[src/rtl/hispi_pkg.sv]
// HiSPi packetized-SP sync decoder shared types.
// Sync prefix, code words, FSM states and code decode.
package hispi_pkg;

  localparam int SYNC_LEN = 3;

  localparam logic [11:0] SYNC_P0 = 12'hFFF;
  localparam logic [11:0] SYNC_P1 = 12'h000;
  localparam logic [11:0] SYNC_P2 = 12'h000;

  typedef enum logic [2:0] {
    CODE_UNK = 3'b000,
    CODE_SOL = 3'b100,
    CODE_SOF = 3'b110,
    CODE_EOL = 3'b101,
    CODE_EOF = 3'b111
  } code_e;

  typedef enum logic [2:0] {
    ST_SEARCH,
    ST_P1,
    ST_P2,
    ST_P3,
    ST_PIXELS
  } state_e;

  function automatic code_e decode_code(
    input logic [2:0] b
  );
    code_e c;
    unique case (b)
      3'b100:  c = CODE_SOL;
      3'b110:  c = CODE_SOF;
      3'b101:  c = CODE_EOL;
      3'b111:  c = CODE_EOF;
      default: c = CODE_UNK;
    endcase
    return c;
  endfunction

endpackage

[src/rtl/hispi_sync_decoder_delay_line.sv]
// Pixel delay line: holds the last DLY words of an open line
// so a trailing sync prefix can be dropped before emission.
module hispi_delay_line
  import hispi_pkg::*;
#(
  parameter int DATA_W = 12,
  parameter int DLY    = SYNC_LEN
) (
  input  logic              clk,
  input  logic              rst_n,
  input  logic              shift,
  input  logic              flush,
  input  logic              discard,
  input  logic [DATA_W-1:0] din,
  output logic [DATA_W-1:0] dout,
  output logic              dout_vld
);

  localparam int FW = $clog2(DLY + 1);
  localparam logic [FW-1:0] FULL = FW'(DLY);

  logic [DATA_W-1:0] mem [DLY];
  logic [FW-1:0]     fill;
  logic              full;

  assign full     = fill == FULL;
  assign dout     = mem[DLY-1];
  assign dout_vld = shift && full;

  always_ff @(posedge clk or negedge rst_n) begin
    if (!rst_n) begin
      fill <= '0;
      for (int i = 0; i < DLY; i++)
        mem[i] <= '0;
    end else if (flush || discard) begin
      fill <= '0;
    end else if (shift) begin
      mem[0] <= din;
      for (int i = 1; i < DLY; i++)
        mem[i] <= mem[i-1];
      if (!full)
        fill <= fill + 1'b1;
    end
  end

endmodule

[src/rtl/hispi_sync_decoder.sv]
// Per-lane HiSPi sync decoder: strips sync words, tags pixels.
// Define HISPI_SYNC_STATS_EN to add frame_cnt/line_cnt outputs.
module hispi_sync_decoder
  import hispi_pkg::*;
#(
  parameter int DATA_W = 12,
  parameter int LEN_W  = 13,
  parameter int DLY    = SYNC_LEN
) (
  input  logic              sys_clk,
  input  logic              sys_reset_n,
  input  logic              enable,
  input  logic              in_valid,
  input  logic [DATA_W-1:0] in_data,
  input  logic [LEN_W-1:0]  exp_line_len,
  output logic              out_valid,
  output logic [DATA_W-1:0] out_data,
  output logic              sof,
  output logic              sol,
  output logic              eol,
  output logic              eof,
  output logic [LEN_W-1:0]  line_len,
  output logic              err_len,
  output logic              err_sync,
  input  logic              err_clr
`ifdef HISPI_SYNC_STATS_EN
  ,
  output logic [15:0]       frame_cnt,
  output logic [15:0]       line_cnt
`endif
);

  state_e state_q, state_d, ret_st;
  code_e  code;
  logic   open_q;
  logic   vld, at_p3, is_start, is_end, unk;
  logic   start, close, abort, sync_err, shift;
  logic   len_bad, rel;

  logic [DATA_W-1:0] dl_out, hold_q;
  logic              dl_vld, hold_vld;
  logic              hold_sol, hold_sof;
  logic              pend_sol, pend_sof;
  logic [LEN_W-1:0]  cnt;

  assign vld    = enable && in_valid;
  assign at_p3  = state_q == ST_P3;
  assign code   = decode_code(in_data[DATA_W-1 -: 3]);
  assign ret_st = open_q ? ST_PIXELS : ST_SEARCH;

  always_ff @(posedge sys_clk or negedge sys_reset_n) begin
    if (!sys_reset_n)
      state_q <= ST_SEARCH;
    else
      state_q <= state_d;
  end

  always_comb begin
    state_d = state_q;
    if (!enable) begin
      state_d = ST_SEARCH;
    end else if (in_valid) begin
      unique case (state_q)
        ST_SEARCH:
          if (in_data == SYNC_P0) state_d = ST_P1;
        ST_P1:
          if (in_data == SYNC_P1) state_d = ST_P2;
          else if (in_data != SYNC_P0) state_d = ret_st;
        ST_P2:
          state_d = (in_data == SYNC_P2) ? ST_P3 : ret_st;
        ST_P3:
          state_d = is_start ? ST_PIXELS : ST_SEARCH;
        ST_PIXELS:
          if (in_data == SYNC_P0) state_d = ST_P1;
        default:
          state_d = ST_SEARCH;
      endcase
    end
  end

  // Any valid code in an open line closes it; SOL/SOF also reopens.
  always_comb begin
    is_start = 1'b0;
    is_end   = 1'b0;
    unique case (1'b1)
      code == CODE_SOL, code == CODE_SOF: is_start = 1'b1;
      code == CODE_EOL, code == CODE_EOF: is_end   = 1'b1;
      default: ;
    endcase
    unk      = !(is_start || is_end);
    start    = vld && at_p3 && is_start;
    close    = vld && at_p3 && open_q && !unk;
    abort    = vld && at_p3 && open_q && unk;
    sync_err = vld && at_p3 && (unk || (open_q && is_start));
    shift    = vld && open_q && !at_p3;
    len_bad  = close && (exp_line_len != '0)
             && (cnt != exp_line_len);
    rel      = hold_vld && (dl_vld || close);
  end

  hispi_delay_line #(
    .DATA_W (DATA_W),
    .DLY    (DLY)
  ) u_dly (
    .clk      (sys_clk),
    .rst_n    (sys_reset_n),
    .shift    (shift),
    .flush    (!enable || abort),
    .discard  (close),
    .din      (in_data),
    .dout     (dl_out),
    .dout_vld (dl_vld)
  );

  always_ff @(posedge sys_clk or negedge sys_reset_n) begin
    if (!sys_reset_n) begin
      out_valid <= 1'b0;
      out_data  <= '0;
      sof       <= 1'b0;
      sol       <= 1'b0;
      eol       <= 1'b0;
      eof       <= 1'b0;
      hold_q    <= '0;
      hold_vld  <= 1'b0;
      hold_sol  <= 1'b0;
      hold_sof  <= 1'b0;
      pend_sol  <= 1'b0;
      pend_sof  <= 1'b0;
      open_q    <= 1'b0;
      cnt       <= '0;
      line_len  <= '0;
      err_len   <= 1'b0;
      err_sync  <= 1'b0;
    end else begin
      out_valid <= rel;
      sol       <= rel && hold_sol;
      sof       <= rel && hold_sof;
      eol       <= close && hold_vld;
      eof       <= close && hold_vld && (code == CODE_EOF);
      if (rel)
        out_data <= hold_q;

      if (!enable || close || abort) begin
        hold_vld <= 1'b0;
        hold_sol <= 1'b0;
        hold_sof <= 1'b0;
      end else if (dl_vld) begin
        hold_q   <= dl_out;
        hold_vld <= 1'b1;
        hold_sol <= pend_sol;
        hold_sof <= pend_sof;
      end

      if (!enable || abort) begin
        pend_sol <= 1'b0;
        pend_sof <= 1'b0;
      end else if (start) begin
        pend_sol <= 1'b1;
        pend_sof <= code == CODE_SOF;
      end else if (dl_vld) begin
        pend_sol <= 1'b0;
        pend_sof <= 1'b0;
      end

      if (!enable)
        open_q <= 1'b0;
      else if (start)
        open_q <= 1'b1;
      else if (close || abort)
        open_q <= 1'b0;

      if (!enable || close || abort)
        cnt <= '0;
      else if (dl_vld && cnt != '1)
        cnt <= cnt + 1'b1;

      if (close)
        line_len <= cnt;

      if (len_bad)
        err_len <= 1'b1;
      else if (err_clr)
        err_len <= 1'b0;

      if (sync_err)
        err_sync <= 1'b1;
      else if (err_clr)
        err_sync <= 1'b0;
    end
  end

`ifdef HISPI_SYNC_STATS_EN
  always_ff @(posedge sys_clk or negedge sys_reset_n) begin
    if (!sys_reset_n) begin
      frame_cnt <= '0;
      line_cnt  <= '0;
    end else if (err_clr) begin
      frame_cnt <= '0;
      line_cnt  <= '0;
    end else begin
      if (eof)
        frame_cnt <= frame_cnt + 16'd1;
      if (sof)
        line_cnt <= eol ? 16'd1 : 16'd0;
      else if (eol)
        line_cnt <= line_cnt + 16'd1;
    end
  end
`endif

endmodule

[config.mk]
export PLATFORM = sky130hd
export DESIGN_NAME = hispi_sync_decoder
export DESIGN_NICKNAME = d
export VERILOG_FILES = /design/src/rtl/hispi_pkg.sv /design/src/rtl/hispi_sync_decoder_delay_line.sv /design/src/rtl/hispi_sync_decoder.sv
export SDC_FILE = /design/constraint.sdc
export NUM_CORES = 1
export LEC_CHECK = 0
export ABC_AREA = 1
export CAP_MARGIN = 20
export CORE_MARGIN = 5
export CORE_UTILIZATION = 40
export CTS_BUF_LIST = sky130_fd_sc_hd__clkbuf_2 sky130_fd_sc_hd__clkbuf_4 sky130_fd_sc_hd__clkbuf_8
export DETAILED_ROUTE_END_ITERATION = 16
export GPL_TIMING_DRIVEN = 0
export MAX_ROUTING_LAYER = met4
export SYNTH_ARGS = -nofsm -noshare
export SYNTH_HDL_FRONTEND = slang
export SYNTH_SLANG_ARGS = --single-unit
[constraint.sdc]
create_clock -name sys_clk -period 3.7 [get_ports sys_clk]
set_input_delay 0.74 -clock sys_clk [delete_from_list [all_inputs] [get_ports sys_clk]]
set_output_delay 0.74 -clock sys_clk [all_outputs]
set_load 0.005 [all_outputs]
==> results of run 1 <==
## area by class of cell
cell class	count	share of cell area
plain buffers	18	0.0216
clock buffers	11	0.0259
clock inverters	5	0.00792
inverters	58	0.0377
multi-input cells	340	0.325
flip-flops and latches	104	0.445
well taps	147	0.0315
repair buffers	60	0.105
## sequential cells by signal (all words and copies together) (netlist names), 2 cells and up
name        cells
u_dly.mem      24
cnt            13
line_len       13
hold_q         12
out_data       12
u_dly.dout     12
state_q         3
u_dly.fill      2
## path summary, 6_finish.rpt
check	start	to	slack (ns)	depth (start not counted)
hold reg to reg	out_data[1]	out_data[1]	0.49	2
min in group sys_clk	out_data[1]	out_data[1]	0.49	2
setup reg to reg	cnt[1]	cnt[4]	1.92	9
setup / recovery	in_valid	line_len[9]	1.66	6
hold / removal	sys_reset_n	line_len[2]	0.39	1
max in group asynchronous	sys_reset_n	out_data[10]	2.63	2
## stage by stage
stage / cells / setup TNS (ns) / util / area (um2) / total power, W
floorplan: 520 / 0 / - / 4850 / 0.00126
global placement: 726 / -207.25 / 0.470 / 5620 / 0.00135
detailed placement: 727 / 0 / 0.472 / 5650 / 0.00135
CTS: 743 / 0 / 0.489 / 5850 / 0.00206
global route: 743 / 0 / 0.489 / 5850 / 0.00212
finish: 743 / 0 / 0.489 / 5850 / 0.00203
## layer usage
metal,vias to the layer above,GRT usage,routed length [um]
li1,1798,-,-
met1,1661,0.214,5020
met2,77,0.213,4430
met3,11,0.0283,420
met4,0,0.0523,153
met5,-,-,0
## cells in the mapped netlist (all sizes together)
master,number,area share
nand3,27,0.033
o21bai,1,0.0015
nor2,56,0.054
nor3,2,0.0044
clkbuf,6,0.0049
nand4,5,0.0065
xnor2,3,0.0054
o211ai,2,0.0031
mux2,14,0.033
nand2,128,0.11
dfrtp,104,0.54
o21ai,75,0.096
a21oi,11,0.011
o21a,1,0.0015
inv,58,0.045
buf,12,0.021
or2,1,0.0013
ha,2,0.0052
xor2,12,0.022
## worst max-delay path, stage by stage
cell and delay [ns]:
clkdlybuf4s50_1 0.57, nand2_4 0.12, nor3_4 0.25, nand2_4 0.14, clkbuf_1 0.26, o21ai_0 0.23
## logic make-up after synthesis
kind of cell    after synthesis
compound gates               90
flops                       104
simple gates                219
buf+inv                      76
fa+ha+maj                     2
mux                          14
xor+xnor                     15
## power groups by stage
stage / registers [W] / clock network (W) / logic [W]
6_report: 0.00118 / 0.000699 / 0.000145
4_1_cts: 0.00118 / 0.000733 / 0.000148
3_3_place_gp: 0.00120 / 0 / 0.000141
5_1_grt: 0.00119 / 0.000771 / 0.000165
3_5_place_dp: 0.00120 / 0 / 0.000148
2_1_floorplan: 0.00120 / 0 / 0.0000606
==> reports/metrics.cfg, run 1 <==
[logic_synthesis]
syn_nets = 552
synthXorXnorAreaFrac = 0.0271
syn_area_per_cell_um2 = 9.32
synthCells = 520
syn_area_mm2 = 0.00485
synthDistinctLibCells = 37
synth-seq-cells = 104
synthAdderAreaFrac = 0.00516
synth_top_family_by_area = simple AND/OR/NAND/NOR gates
synth.area.mux_share = 0.0325
yosysWarnings = 0
synthSimpleGateAreaFrac = 0.213
ys_seq_area_frac = 0.537
synth-compound-area-share = 0.114

[routing]
wl_um = 10000
route.detailed.drc = 0
viasPerCell = 4.77
wl_per_cell_um = 13.5
drt_iter0_markers = 239
antenna_left = 0
vias = 3547
dr.pass1.iters = 6

[place]
dp_hpwl_um = 7570
numPortBuffers = 59
gp_congestion = 0.921
post-place-ws_ns = 1.27

[clock_tree]
cts_buffers = 9
cts_hold_buffers = 0
clockBufferDepth = 2
tritoncts = built
cts_resized = 0
clk_pin_slew_ns = 0.09
cts_setup_buffers = 0
clockRootBuffer = clkbuf_8
cts_sinks = 104
htreeDepth = 3
clock_latency_ns = 0.37

[timing]
fmax_mhz = 491
fin_skew_ns = 0.0104
fin_crit_sh = 0.551
relSlewSlack = 0.564
hold_violations = 0
post-route-min-period_ns = 2.04
fin_ws_ns = 1.66
rsz0062_at_grt = false
finalSetupViolCount = 0
slew_viol_final = 0
worst_pin_slew_ns = 0.654
holdWs_ns = 0.387

[power_and_ir_drop]
irDropWorstVdd_v = 0.000171
clkPwrFrac = 0.345
net-switching-power_w = 0.000498
p_int_w = 0.00153
power_density_mw_per_mm2 = 347
p_comb_frac = 0.071
p_leak_nw = 2.81
switching_share = 0.246
pwr-share-seq = 0.583

[finish]
fill_cells = 1129
area_growth_pct = 20.6
final_cell_mix = nand2_1 (114), dfrtp_1 (104), clkdlybuf4s50_1 (58)
multi_input_area_mm2 = 0.00190
seq_area_mm2 = 0.00260
nets = 623
final_common_cell = nand2_1
drive_gt1_frac = 0.158
antennaDiodeCount = 0

[floorplanning]
die_area_mm2 = 0.0144
initial_utilization = 0.405
core-area_mm2 = 0.0120
die_h_um = 120
io_pins = 62
rows = 40
die_w_um = 120

[grt]
grt_max_degree = 58
overflow = 0
grt_first_pass_wirelength_um = 16800
grt_pass1_vias = 3416
antenna_found_initial = 0
track_usage = 0.150

[setup_path]
endpoint_kind = register
arrival_ns = 2.32
crit_fanout = 10
startpoint_type = primary input
crit_required_ns = 3.98
critPathKind = in -> reg

[worst_hold_path]
min_path_type = in -> async

[outcome]
run_status = completed

[job]
max-cap-violations = 0

No activity file was read; power rests on OpenSTA's default activity.
==> inputs of run 2 (changes only) <==
==> constraint.sdc (replaced) <==
create_clock -name sys_clk -period 1.7 [get_ports sys_clk]
set_input_delay 0.34 -clock sys_clk [delete_from_list [all_inputs] [get_ports sys_clk]]
set_output_delay 0.34 -clock sys_clk [all_outputs]
set_load 0.005 [all_outputs]
==> run 2 against run 1 <==
Against the previous run: the run now ends with hold timing left; final cell count rose by 0.54%; die area did not move; clock skew rose by 0.00089 ns; total power up 120%; non-clock buffer count increased by 4; sequential power is 120% higher; largest power group unchanged; global-route usage hardly changed; setup slack got worse by 1.6 ns; hold slack worse by 0.40 ns; final area increased by 0.77%; combinational power increased by 120%.
==> reports/metrics.cfg, run 2 (synthesis results as in run 1) <==
[outcome]
run_status = finished with violations
violations = hold timing

[finish]
final_common_cell = nand2_1
drive_gt1_frac = 0.168
top_regs = u_dly.mem: 24 flops, cnt: 13 flops, line_len: 13 flops
nets = 627
largest_register_ff_count = 24
multi_input_area_mm2 = 0.00191
seq_area_mm2 = 0.00260
final_cell_mix = nand2_1 (114), dfrtp_1 (103), clkdlybuf4s50_1 (58)
area_growth_pct = 21.5
fill_cells = 1125
top_register = u_dly.mem
antennaDiodeCount = 0

[place]
post-place-ws_ns = -0.330
gp_congestion = 0.921
numPortBuffers = 59
dp_hpwl_um = 7570

[clock_tree]
clk_pin_slew_ns = 0.10
cts_sinks = 104
clock_latency_ns = 0.37
cts_hold_buffers = 0
clockBufferDepth = 2
tritoncts = built
clockRootBuffer = clkbuf_8
htreeDepth = 3
cts_buffers = 9

[setup_path]
crit_fanout = 2
r2r-start = state_q[2]
cp_slowest_cell = clkdlybuf4s50_1
crit_required_ns = 1.36
startpoint = out_data[5]
arrival_ns = 1.26
startpoint_type = register
critPathKind = reg -> out
critPathTopFamily = buffers and inverters
crit_buf_inv = 1
max_stage_delay_ns = 0.51
endpoint_kind = output pin
cp_cell_sequence = clkdlybuf4s50_1

[routing]
wl_um = 10100
dr.pass1.iters = 6
viasPerCell = 4.76
wl_per_cell_um = 13.5
vias = 3559
antenna_left = 0
drt_iter0_markers = 235
route.detailed.drc = 0

[timing]
fin_ws_ns = 0.101
slew_viol_final = 0
finalSetupViolCount = 0
fmax_mhz = 625
relSlewSlack = 0.563
fin_skew_ns = 0.0113
post-route-min-period_ns = 1.60
fin_crit_sh = 0.941
rsz0062_at_grt = false
holdWs_ns = -0.0147
worst_pin_slew_ns = 0.656
hold_violations = 15

[grt]
grt_pass1_vias = 3417
track_usage = 0.150
antenna_found_initial = 0
overflow = 0
grt_first_pass_wirelength_um = 16800
grt_max_degree = 58

[power_and_ir_drop]
p_leak_nw = 2.83
irDropWorstVdd_v = 0.000371
power_density_mw_per_mm2 = 750

[floorplanning]
initial_utilization = 0.405
rows = 40
die_area_mm2 = 0.0144
die_w_um = 120
die_h_um = 120
io_pins = 62
core-area_mm2 = 0.0120

[job]
max-cap-violations = 0

[worst_hold_path]
min_path_type = in -> async

-- run 2: changes by cell type in the layout (fill, tap and decap cells not counted), sizes merged --
cell  change
buf       +4
-- run 2: timing repair --
item | in CTS | in global routing
pin swaps | 0 | 3
gates cloned | 0 | 0
setup buffers | 1 | 3
resized for setup | 1 | 4
setup endpoints to repair | 11 | 21
-- run 2: where the power goes --
group          switching (W)  internal, W
combinational       0.000170     0.000145
sequential         0.0000311      0.00254
clock               0.000893     0.000639
total                0.00109      0.00332
-- run 2: worst paths after layout --
check	to	slack, ns	cells past startpoint
worst max register to register	out_data[7]	0.13	9
worst min register to register	err_len	0.49	2
min in group sys_clk	state_q[2]	0.26	3
worst min-delay path	line_len[2]	-0.01	1
worst max-delay path	out_data[5]	0.10	1
max in group asynchronous	out_data[10]	1.04	2
-- run 2: final cells by class --
class                   instances  share of cell area
flip-flops and latches        104               0.442
multi-input cells             340               0.325
repair buffers                 64               0.110
inverters                      58              0.0374
well taps                     147              0.0312
clock buffers                  11              0.0257
plain buffers                  18              0.0217
clock inverters                 5             0.00786
-- run 2: routing by layer --
layer  track usage  routed length, um  share of wire  vias up
li1              -                  -              -     1809
met1         0.215               5060           0.50     1677
met2         0.214               4460           0.44       62
met3        0.0283                392          0.039       11
met4        0.0523                153          0.015        0
met5             -                  0              0        -
-- run 2: through the flow --
stage	cells	TNS [ns]	area [um2]	utilization	total power, W
2_1_floorplan	520	0	4850	-	0.00275
3_3_place_gp	726	-392.83	5620	0.470	0.00293
3_5_place_dp	727	-21.09	5650	0.472	0.00294
4_1_cts	744	0	5860	0.490	0.00449
5_1_grt	747	0	5890	0.492	0.00462
6_report	747	0	5890	0.492	0.00442
-- run 2: worst reg2reg max path, cell delays in order, from the launching register on --
cell and delay, ns:
dfrtp_1 0.39, inv_1 0.12, nand3_4 0.13, nor3_4 0.25, nand2_4 0.12, nand2_4 0.08
nand2_4 0.10, buf_6 0.18, nand2_2 0.06, o21ai_2 0.05
